## config.mk

```make
export PLATFORM = sky130hd
export DESIGN_NAME = polytop_seq
export DESIGN_NICKNAME = d
export VERILOG_FILES = /design/src/rtl/polytop_seq.sv
export SDC_FILE = /design/constraint.sdc
export NUM_CORES = 1
export LEC_CHECK = 0
export CAP_MARGIN = 20
export CORE_ASPECT_RATIO = 0.7
export CORE_UTILIZATION = 54
export DETAILED_ROUTE_END_ITERATION = 10
export GPL_TIMING_DRIVEN = 0
export PLACE_DENSITY = 0.75
export SYNTH_ARGS = -nofsm -noshare
export SYNTH_HDL_FRONTEND = slang
export SYNTH_SLANG_ARGS = --single-unit
```

## constraint.sdc

```tcl
create_clock -name clk -period 2.6 [get_ports clk]
set_clock_uncertainty 0.1 [all_clocks]
set_input_delay 0.65 -clock clk [delete_from_list [all_inputs] [get_ports clk]]
set_output_delay 0.65 -clock clk [all_outputs]
set_load 0.005 [all_outputs]
```

## src/rtl/polytop_seq.sv

```systemverilog
// polytop_seq: group/stage/polynomial issue sequencer for a banked NTT/INTT/PWM datapath.
// Rev 1.0 -- initial release.
`default_nettype none

module polytop_seq #(
  parameter int N        = 256,
  parameter int P        = 8,
  parameter int STAGES   = 7,
  parameter int PIPE_LAT = 6,
  parameter int NPW      = 2,
  localparam int G  = N / (2 * P),
  localparam int IW = (G > 1) ? $clog2(G) : 1,
  localparam int SW = (STAGES > 1) ? $clog2(STAGES) : 1
) (
  input  logic           clk,
  input  logic           rst,
  input  logic           start,
  input  logic [1:0]     opcode,
  input  logic [NPW-1:0] num_poly,
  input  logic           stall,
  input  logic           abort,
  output logic [IW-1:0]  i,
  output logic [SW-1:0]  s,
  output logic [NPW-1:0] pidx,
  output logic           ren,
  output logic           en,
  output logic           wen,
  output logic [IW-1:0]  wi,
  output logic [SW-1:0]  ws,
  output logic           busy,
  output logic           finish,
  output logic           err
);

  localparam int DW = $clog2(PIPE_LAT + 1);

  localparam logic [1:0] ST_IDLE  = 2'd0;
  localparam logic [1:0] ST_RUN   = 2'd1;
  localparam logic [1:0] ST_DRAIN = 2'd2;
  localparam logic [1:0] ST_DONE  = 2'd3;

  localparam logic [1:0] OP_PWM = 2'b10;
  localparam logic [1:0] OP_RSV = 2'b11;

  logic [1:0]     state_q, state_d;
  logic [IW-1:0]  i_q, i_d;
  logic [SW-1:0]  s_q, s_d;
  logic [NPW-1:0] pidx_q, pidx_d;
  logic [DW-1:0]  dcnt_q, dcnt_d;
  logic [SW-1:0]  last_s_q, last_s_d;
  logic [NPW-1:0] last_p_q, last_p_d;
  logic           err_q, err_d;

  logic [PIPE_LAT-1:0] vld_q;
  logic [IW-1:0]       wi_q [PIPE_LAT];
  logic [SW-1:0]       ws_q [PIPE_LAT];

  logic w_issue;

  assign w_issue = (state_q == ST_RUN) && !stall && !abort;

  always_comb begin
    state_d  = state_q;
    i_d      = i_q;
    s_d      = s_q;
    pidx_d   = pidx_q;
    dcnt_d   = dcnt_q;
    last_s_d = last_s_q;
    last_p_d = last_p_q;
    err_d    = 1'b0;

    case (state_q)
      ST_IDLE: begin
        if (start && !abort) begin
          if (opcode == OP_RSV) begin
            err_d = 1'b1;
          end else begin
            state_d  = ST_RUN;
            i_d      = '0;
            s_d      = '0;
            pidx_d   = '0;
            // Store terminal values so the drain exit is a plain equality test.
            last_s_d = (opcode == OP_PWM) ? '0 : SW'(STAGES - 1);
            last_p_d = (num_poly == '0) ? '0 : num_poly - NPW'(1);
          end
        end
      end
      ST_RUN: begin
        if (!stall) begin
          if (i_q == IW'(G - 1)) begin
            state_d = ST_DRAIN;
            dcnt_d  = '0;
          end else begin
            i_d = i_q + IW'(1);
          end
        end
      end
      ST_DRAIN: begin
        if (dcnt_q == DW'(PIPE_LAT - 1)) begin
          if (s_q != last_s_q) begin
            state_d = ST_RUN;
            s_d     = s_q + SW'(1);
            i_d     = '0;
          end else if (pidx_q != last_p_q) begin
            state_d = ST_RUN;
            s_d     = '0;
            i_d     = '0;
            pidx_d  = pidx_q + NPW'(1);
          end else begin
            state_d = ST_DONE;
          end
        end else begin
          dcnt_d = dcnt_q + DW'(1);
        end
      end
      default: begin
        state_d = ST_IDLE;
      end
    endcase

    if (abort && (state_q != ST_IDLE)) begin
      state_d = ST_IDLE;
      i_d     = '0;
      s_d     = '0;
      pidx_d  = '0;
      dcnt_d  = '0;
    end
  end

  always_ff @(posedge clk or negedge rst) begin
    if (!rst) begin
      state_q  <= ST_IDLE;
      i_q      <= '0;
      s_q      <= '0;
      pidx_q   <= '0;
      dcnt_q   <= '0;
      last_s_q <= '0;
      last_p_q <= '0;
      err_q    <= 1'b0;
    end else begin
      state_q  <= state_d;
      i_q      <= i_d;
      s_q      <= s_d;
      pidx_q   <= pidx_d;
      dcnt_q   <= dcnt_d;
      last_s_q <= last_s_d;
      last_p_q <= last_p_d;
      err_q    <= err_d;
    end
  end

  // Write-back tracker: shifts every cycle regardless of stall so bubbles reach wen.
  always_ff @(posedge clk or negedge rst) begin
    if (!rst) begin
      vld_q <= '0;
      for (int k = 0; k < PIPE_LAT; k++) begin
        wi_q[k] <= '0;
        ws_q[k] <= '0;
      end
    end else begin
      vld_q[0] <= w_issue;
      wi_q[0]  <= i_q;
      ws_q[0]  <= s_q;
      for (int k = 1; k < PIPE_LAT; k++) begin
        vld_q[k] <= vld_q[k-1];
        wi_q[k]  <= wi_q[k-1];
        ws_q[k]  <= ws_q[k-1];
      end
      if (abort) begin
        vld_q <= '0;
      end
    end
  end

  assign i      = i_q;
  assign s      = s_q;
  assign pidx   = pidx_q;
  assign ren    = w_issue;
  assign en     = w_issue;
  assign wen    = vld_q[PIPE_LAT-1];
  assign wi     = wi_q[PIPE_LAT-1];
  assign ws     = ws_q[PIPE_LAT-1];
  assign busy   = (state_q == ST_RUN) || (state_q == ST_DRAIN);
  assign finish = (state_q == ST_DONE) && !abort;
  assign err    = err_q;

endmodule

`default_nettype wire
```

==> reports/metrics.yaml <==
clock_network:
  cts-buffers-inserted: 9
  root_buffer: "clkbuf_8"
  cts_tree: "yes"
  cts.sinks: 66
  ctsLongestPathBuffers: 2
  htree_num_levels: 3
  ctsHoldBuffers: 0
  insertion_delay_ns: 0.34
  clkSlewWorstSetupHoldPaths_ns: 0.07
timing:
  relSlewSlack: 0.597
  finalCritPeriodShare: 0.943
  slew_violations: 0
  min_period_ns: 2.45
  setup-tns-final_ns: 0
  finalSetupViolCount: 0
  tightest_slew_ns: 0.604
  max_freq_mhz: 408
  hold_viol_final: 0
  rsz0062_at_grt: "false"
synthesis:
  syn_area_um2: 2510
  postSynthCellCount: 188
  synth_async_sr_flop_share: 1.00
  synth.area.top_cells: "dfrtp_1 (66%), ha_1 (4.5%), buf_4 (2.7%)"
  yosysTopAreaCell: "dfrtp_1"
  ys.flop_type: "dfrtp_1"
  synth.yosys.seq_area_share: 0.659
  yosysTopAreaCellShare: 0.659
  synth_edf_count: 0
  syn_nets: 206
  yosysUniqueCellTypes: 45
  synth_seq_cells: 66
  synth_warnings: 0
  syn_area_per_cell_um2: 13.3
grt:
  grt_max_degree: 41
  grt_pass1_wl_mm: 7.29
  grt_pass1_vias: 1583
  grt_util_all_layers: 0.204
  grt_antenna_before_repair: 0
  overflow: 0
worst_setup_path:
  reg2reg_slack_ns: 0.40
  start_kind: "flip-flop"
  cp-end-kind: "output pin"
  critPathMaxStageDelay_ns: 0.49
  crit_arrival_ns: 1.70
  r2r_cells: 9
  crit_type: "flip-flop to output pin"
  slowest_stage: "clkdlybuf4s50_1"
  cp_max_fo: 4
  r2r_end: "pidx[0]$_DFFE_PN0P_"
  worstPathCellList: "buf_4 -> inv_1 -> ha_1 -> clkdlybuf4s50_1"
  rr_startpoint: "state_q[0]$_DFFE_PN0P_"
  cp_data_required_time_ns: 1.85
drt:
  drtAntennaViolNets: 0
  via_per_inst: 5.29
  wl_per_cell_um: 14.6
  num_vias: 1566
  wl_mm: 4.31
  drc: 0
  first_iter_violations: 95
  firstDrtPassIters: 4
run_status:
  outcome: "finished, final reports clean"
die:
  num_io_pins: 31
  die_x_um: 83.4
  initial_core_util: 0.569
  die_h_um: 59
  coreArea_um2: 4400
  dieArea_um2: 4920
  fp-row-count: 20
cells_and_area:
  fill_cells: 299
  multi_input_area_um2: 773
  mostFrequentLayoutCells: "dfrtp_1 (64), clkdlybuf4s50_1 (24), buf_4 (15)"
  fin_cells: 296
  final_common_cell: "dfrtp_1"
  antenna_cells: 0
  drive_gt1_frac: 0.216
  area_delta_synth_final_pct: 27.4
  fin_nets: 254
  regArea_um2: 1650
  final_util: 0.725
place:
  dp_hpwl_mm: 2.92
  gp_congestion: 0.886
  numPortBuffers: 30
  dpl.cell_count: 274
power_and_ir_drop:
  vdd_drop_max_mv: 0.664
  power.density_nw_per_um2: 923
  leakage_nw: 1.61
flow_run:
  maxCapViolCount: 0
hold_path:
  hp-class: "input port to async pin"
[metrics by stage]
stage / total power [mW] / cell area, um2 / hold WS (ns) / worst slack, ns
finish: 2.95 / 3190 / 0.220 / 0.147
global route: 3.12 / 3190 / 0.244 / 0.0852
CTS: 2.93 / 3160 / 0.235 / 0.0384
detailed placement: 1.94 / 2890 / 0.235 / -0.475
global placement: 1.89 / 2880 / 0.232 / -1.12
floorplan: 1.71 / 2510 / 0.231 / 0.607
[per-layer routing]
layer / track usage / vias to the layer above / share of wire
met4: 0.0944 / 0 / 0.016
met2: 0.330 / 42 / 0.50
met3: 0.109 / 10 / 0.056
met1: 0.229 / 772 / 0.43
met5: 0 / - / 0
li1: - / 742 / -
[where the power goes]
| part | leakage [nW] | internal [mW] | switching, mW |
|---|---|---|---|
| logic | 0.590 | 0.380 | 0.428 |
| clock network | 0.109 | 0.567 | 0.380 |
| registers | 0.909 | 1.13 | 0.0605 |
| total | 1.61 | 2.08 | 0.869 |
[state kept, by name (all words and copies together) (netlist names)]
signal    cells
wi            4
wi_q         20
last_s_q      1
pidx          2
dcnt_q        3
err           1
vld_q         6
ws_q         15
s             3
state_q       2
last_p_q      2
ws            3
i             4
[critical path: cells and delay by family, from the launching register on]
family | cells | cell delay (ns)
buffers and inverters | 3 | 0.68
flip-flops | 1 | 0.40
adder cells (fa/ha/maj) | 1 | 0.28
[kinds of logic (layout without fill, tap and decap cells)]
group           after synthesis  in the layout  share of synthesized area
flops                        66             66                      0.659
simple gates                 54             54                      0.126
compound gates               36             36                      0.102
xor+xnor                      2              2                    0.00699
fa+ha+maj                     9              9                     0.0449
mux                           4              4                     0.0185
buf+inv                      17             70                     0.0419
[worst max path at each step]
stage	startpoint	endpoint	slack (ns)	cells past startpoint
after detailed placement	abort	ren	-0.47	5
after CTS	abort	finish	0.04	5
after floorplan	abort	ren	0.61	3
after global routing	state_q[0]$_DFFE_PN0P_	busy	0.09	4
after global placement	rst	dcnt_q[1]$_DFFE_PN0P_	-1.12	1
final	state_q[0]$_DFFE_PN0P_	busy	0.15	4
[cells in the mapped netlist, types with 2 or more instances]
| cell type | count |
|---|---|
| nor2b_1 | 6 |
| and4b_1 | 2 |
| nand2b_1 | 2 |
| nand2_1 | 14 |
| xor2_1 | 2 |
| buf_4 | 9 |
| a21o_1 | 2 |
| nand3_1 | 12 |
| a31oi_1 | 2 |
| a21oi_1 | 4 |
| o311ai_0 | 2 |
| nor2_1 | 3 |
| ha_1 | 9 |
| dfrtp_1 | 66 |
| a32o_1 | 2 |
| inv_1 | 7 |
| nor3_1 | 3 |
| o21a_1 | 2 |
| o21ai_0 | 10 |
| or3_4 | 2 |
| mux2i_1 | 2 |
| a2bb2oi_1 | 2 |
[what timing repair did]
item	CTS	global route
setup buffers	4	3
pin swaps	1	1
endpoints found under the setup margin	3	3
resized for setup	10	3
[cell type report]
cell class | count | share of cell area
Clock buffer | 10 | 0.0431
Multi-Input combinational cell | 105 | 0.242
Buffer | 9 | 0.0223
Sequential cell | 66 | 0.518
Timing Repair Buffer | 38 | 0.117
Tap cell | 55 | 0.0216
Inverter | 7 | 0.00823
Clock inverter | 6 | 0.0278
No activity file was read; power rests on OpenSTA's default activity.
